**src/rtl/softmax_max_sched.sv**
```systemverilog
// Streams a signed vector through an external registered compare-exchange unit and returns its maximum.
// Define SOFTMAX_MAX_ARGMAX_EN to add argmax_out (index of the first maximum).
module softmax_max_sched #(
  parameter int unsigned DATA_WIDTH = 8,
  parameter int unsigned LEN_WIDTH  = 8
) (
  input  logic                  clk,
  input  logic                  rst_n,
  input  logic                  start,
  input  logic [LEN_WIDTH-1:0]  vec_len,
  input  logic [DATA_WIDTH-1:0] in_data,
  input  logic                  in_valid,
  output logic                  in_ready,
  output logic [DATA_WIDTH-1:0] cx_a,
  output logic [DATA_WIDTH-1:0] cx_b,
  input  logic [DATA_WIDTH-1:0] cx_major,
  input  logic [DATA_WIDTH-1:0] cx_minor,
  output logic                  busy,
  output logic [DATA_WIDTH-1:0] max_out,
  output logic                  max_valid
`ifdef SOFTMAX_MAX_ARGMAX_EN
  ,
  output logic [LEN_WIDTH-1:0]  argmax_out
`endif
);

  localparam logic [1:0] S_IDLE  = 2'd0;
  localparam logic [1:0] S_ACCUM = 2'd1;
  localparam logic [1:0] S_DRAIN = 2'd2;
  localparam logic [1:0] S_DONE  = 2'd3;

  localparam logic [DATA_WIDTH-1:0] MIN_VAL = {1'b1, {(DATA_WIDTH-1){1'b0}}};

  logic [1:0]           state_q;
  logic [1:0]           state_d;
  logic [LEN_WIDTH-1:0] cnt_q;
  logic [LEN_WIDTH-1:0] len_q;
  logic [LEN_WIDTH-1:0] cnt_inc;
  logic                 accept;
  logic                 start_ok;

  // The min result of the unit is never needed.
  logic unused_minor;
  assign unused_minor = ^cx_minor;

  assign accept   = in_valid && in_ready;
  assign start_ok = (state_q == S_IDLE) && start;
  assign cnt_inc  = cnt_q + LEN_WIDTH'(1);

  always_ff @(posedge clk or negedge rst_n) begin
    if (!rst_n) state_q <= S_IDLE;
    else        state_q <= state_d;
  end

  // Next state and compare-exchange operand steering.
  always_comb begin
    state_d = state_q;
    cx_a    = MIN_VAL;
    cx_b    = MIN_VAL;
    case (state_q)
      S_IDLE: begin
        if (start) state_d = (vec_len == '0) ? S_DRAIN : S_ACCUM;
      end
      S_ACCUM: begin
        cx_b = cx_major;
        cx_a = accept ? in_data : cx_major;
        if (accept && (cnt_inc == len_q)) state_d = S_DRAIN;
      end
      S_DRAIN: begin
        cx_a    = cx_major;
        cx_b    = cx_major;
        state_d = S_DONE;
      end
      S_DONE: begin
        state_d = S_IDLE;
      end
      default: state_d = S_IDLE;
    endcase
  end

  always_ff @(posedge clk or negedge rst_n) begin
    if (!rst_n) begin
      cnt_q     <= '0;
      len_q     <= '0;
      max_out   <= '0;
      max_valid <= 1'b0;
      in_ready  <= 1'b0;
      busy      <= 1'b0;
    end else begin
      in_ready  <= (state_d == S_ACCUM);
      busy      <= (state_d != S_IDLE);
      max_valid <= (state_q == S_DRAIN);
      if (start_ok) begin
        len_q <= vec_len;
        cnt_q <= '0;
      end else if (accept) begin
        cnt_q <= cnt_inc;
      end
      if (state_q == S_DRAIN) max_out <= cx_major;
    end
  end

`ifdef SOFTMAX_MAX_ARGMAX_EN
  logic [LEN_WIDTH-1:0]  pend_idx;
  logic [DATA_WIDTH-1:0] pend_prev;
  logic                  pend_vld;
  logic [LEN_WIDTH-1:0]  idx_reg;
  logic [LEN_WIDTH-1:0]  idx_upd;

  // The unit returns the old max on ties, so a changed max means a strict win.
  assign idx_upd = (pend_vld && (cx_major != pend_prev)) ? pend_idx : idx_reg;

  always_ff @(posedge clk or negedge rst_n) begin
    if (!rst_n) begin
      pend_idx   <= '0;
      pend_prev  <= '0;
      pend_vld   <= 1'b0;
      idx_reg    <= '0;
      argmax_out <= '0;
    end else begin
      pend_vld <= accept;
      if (accept) begin
        pend_idx  <= cnt_q;
        pend_prev <= cx_b;
      end
      if (start_ok) idx_reg <= '0;
      else          idx_reg <= idx_upd;
      if (state_q == S_DRAIN) argmax_out <= idx_upd;
    end
  end
`endif

endmodule

```
**config.mk**
```make
export PLATFORM = sky130hd
export DESIGN_NAME = softmax_max_sched
export DESIGN_NICKNAME = d
export VERILOG_FILES = /design/src/rtl/softmax_max_sched.sv
export SDC_FILE = /design/constraint.sdc
export NUM_CORES = 1
export LEC_CHECK = 0
export ABC_CLOCK_PERIOD_IN_PS = 1950
export CAP_MARGIN = 40
export CORE_ASPECT_RATIO = 0.8
export CORE_MARGIN = 4
export CORE_UTILIZATION = 41
export DETAILED_ROUTE_END_ITERATION = 16
export PLACE_DENSITY_LB_ADDON = 0.1
export SYNTH_ARGS = -nofsm -noshare
export SYNTH_HDL_FRONTEND = slang
export SYNTH_SLANG_ARGS = --single-unit
```
**constraint.sdc**
```tcl
create_clock -name clk -period 1.95 [get_ports clk]
set_input_delay 0.2925 -clock clk [delete_from_list [all_inputs] [get_ports clk]]
set_output_delay 0.2925 -clock clk [all_outputs]
set_load 0.01 [all_outputs]
```
==> qor.yml <==
run_status: "completed"
wp_buf_inv: 0
top_count_cell_post_synth: "sky130_fd_sc_hd__nand2_1"
ctsRootBufferMaster: "sky130_fd_sc_hd__clkbuf_8"
rsz0062_at_grt: "true"
antenna_cells: 0
max_cap_viol_count: 0
grtUsageTotal_pct: 17.92
biggest_cell_delay_along_the_critical_path_ps: 410
post_synth_inst_count: 205
synth.ff_latch_count: 29
setup_viol_count_final: 0
die-area_mm2: 0.005491
critical-path-slowest-cell: "sky130_fd_sc_hd__dfrtp_1"
first_global_vias: 1511
max-clock-path-buffers: 2
timing.critical_path.arrival_ps: 2090
detail_route.iter0.violations: 110
grt_start_max_net_pins: 30
worst-setup-path-type: "reg -> reg"
drc: 0
report.final.hold_viol_count: 0
wl_per_cell_um: 13.87
critical-path-top-delay-family: "compound AO/OA/AOI/OAI gates"
layout.nets: 329
number_of_clock_sinks_seen_by_cts: 29
worstHoldPathType: "in -> async"
port_buffers: 54
synth-main-ff-cell: "sky130_fd_sc_hd__dfrtp_1"
vias: 1675
synth.distinct_cells: 38
synthesized_cell_area_mm2: 0.001789
critical_path_required_ps: 2110
post_synth_most_frequent_cells: "47 x sky130_fd_sc_hd__nand2_1, 29 x sky130_fd_sc_hd__dfrtp_1, 11 x sky130_fd_sc_hd__inv_1, 11 x sky130_fd_sc_hd__o21ai_1"
fin_tns_setup_ps: 0
ordered_list_of_cells_on_the_worst_path: "ha_2, and4_4, xnor2_1, o32a_1, a211oi_2, a21oi_1, a21boi_2"
tritoncts: "yes"
min_period_over_period_pct: 99.32
synth_largest_type_area_fraction_pct: 40.56
flow.area_growth_from_synthesis_pct: 54.90
hpwlAfterDp_mm: 3.421
synthesized_nets: 246
hold_buffers: 0
worst_setup_path_end_kind: "flip-flop"
worst-path-max-fanout: 3
cts_inserted_buffers: 5
power.density_cell_area_mw_per_mm2: 1436
totalPowerFinal_mw: 3.980
design.core.area_mm2: 0.004204
detailed_place.area_mm2: 0.002512
place_congestion: 0.7650
drive_above_1_share_pct: 23.53
number_of_synthesized_flops_with_an_enable_pin: 0
multi_input_comb_area_mm2: 0.001018
route.detailed.vias_per_inst: 4.841
synth.largest_area_cell: "sky130_fd_sc_hd__dfrtp_1"
ys.warnings.count: 0
synth_sequential_area_ratio_pct: 40.56
max_freq_mhz: 516.3
syn-mean-instance-area_um2: 8.728
grt_antenna_before_repair: 0
worst_skew_pair.late_latency_ps: 280
globalRouteOverflowTotal: 0
post-route-cell-area_mm2: 0.002771
finalWirelength_mm: 4.799
grt_first_pass_wirelength_mm: 7.355
floorplan.rows: 21
clk_pin_slew_worst_paths_ps: 60
fillers: 373
antenna_violating_nets_post_route: 0
vdd.ir_drop.worst_mv: 0.8326
worst_slew_pin_slew_ps: 373.3
clock-skew-final_ps: 9.883
setup.worst_path.start_class: "flip-flop"
fin_crit_ps: 1937
static-leakage-power_nw: 1.259
yosys-top-cells-area: "sky130_fd_sc_hd__dfrtp_1 41%, sky130_fd_sc_hd__nand2_1 9.9%, sky130_fd_sc_hd__mux2_1 5.0%, sky130_fd_sc_hd__ha_1 3.5%, sky130_fd_sc_hd__xnor2_1 3.4%"
initial_utilization_pct: 42.56
drt-pass1-iter-count: 4
timing.final.max_slew_violations: 0
die-width_um: 81.86
maxSlewHeadroom_pct: 75.12
postSynth.asyncResetShare_pct: 100.0
io_pins: 63
die_outline_height_um: 67.09
htree_num_levels: 2
area_of_all_sequential_standard_cells_um2: 725.7
==> timing repair <==
action,4_1_cts,5_1_grt
cloned,0,1
buffers inserted,3,7
pin swaps,2,7
gates resized for setup,39,20
endpoints found under the setup margin,17,10
==> power by group <==
part	internal, mW	total [mW]	switching (mW)	leakage [nW]
sequential	0.835	0.990	0.155	0.369
clock	0.416	0.640	0.224	0.0585
combinational	1.26	2.35	1.09	0.832
==> final timing paths <==
path,from,endpoint,slack [ps],cells past startpoint
max,cnt_q[1],in_ready,10,7
min,rst_n,max_out[6],400,2
max reg2reg,cnt_q[1],in_ready,10,7
min reg2reg,max_out[5],max_out[5],510,2
max in group asynchronous,rst_n,cnt_q[2],1270,2
min in group clk,max_out[5],max_out[5],510,2
==> cell families (layout without fill, tap and decap cells) <==
| logic type | after synthesis | in the layout | synth area share (%) |
|---|---|---|---|
| AO/OA/AOI/OAI | 38 | 38 | 13.64 |
| XOR/XNOR | 13 | 13 | 6.364 |
| adder cells (fa/ha/maj) | 5 | 5 | 3.497 |
| buffers and inverters | 22 | 106 | 6.713 |
| flip-flops | 29 | 29 | 40.56 |
| multiplexers | 8 | 8 | 5.035 |
| AND/OR/NAND/NOR | 90 | 90 | 24.20 |
==> cell type report <==
cell class	instances	area share, %
Multi-Input combinational cell	154	36.75
Timing Repair Buffer	87	28.80
Sequential cell	29	26.19
Clock buffer	7	3.115
Tap cell	57	2.573
Inverter	11	1.490
Clock inverter	1	1.084
==> cells in the final DEF (no fill, tap or decap), types with 5 or more instances in the layout <==
master                             n
sky130_fd_sc_hd__clkbuf_8          6
sky130_fd_sc_hd__buf_4            28
sky130_fd_sc_hd__nor3_1            5
sky130_fd_sc_hd__a21oi_1           6
sky130_fd_sc_hd__inv_1             9
sky130_fd_sc_hd__nand3_1           8
sky130_fd_sc_hd__and2_1            8
sky130_fd_sc_hd__dfrtp_1          29
sky130_fd_sc_hd__nand2_1          45
sky130_fd_sc_hd__buf_2             6
sky130_fd_sc_hd__nor2_1            6
sky130_fd_sc_hd__mux2_1            8
sky130_fd_sc_hd__clkdlybuf4s50_1  37
sky130_fd_sc_hd__xnor2_1           6
sky130_fd_sc_hd__xor2_1            6
sky130_fd_sc_hd__dlygate4sd2_1     9
sky130_fd_sc_hd__o21ai_1          11
==> metrics by stage <==
stage / setup WS (ps) / cells / utilization (%) / hold WS, ps
3_3_place_gp: -356.9 / 327 / 59.76 / 483.1
4_1_cts: -5.158 / 338 / 63.72 / 408.1
6_report: 13.17 / 346 / 65.92 / 399.0
5_1_grt: -57.71 / 346 / 65.92 / 422.5
2_1_floorplan: 81.86 / 205 / - / -3.091
3_5_place_dp: -350.0 / 327 / 59.76 / 495.2
==> state kept, by name (all words and copies together), names as in the netlist <==
signal and count:
cnt_q 8, len_q 8, max_out 8, state_q 2
busy 1, in_ready 1, max_valid 1
==> layer usage <==
| layer | GRT usage, % | wire length [um] |
|---|---|---|
| met4 | 4.979 | 51 |
| met1 | 25.23 | 2405 |
| met3 | 5.135 | 271 |
| met5 | 0 | 0 |
| met2 | 26.51 | 2070 |
Power figures use the tool's default switching activity.
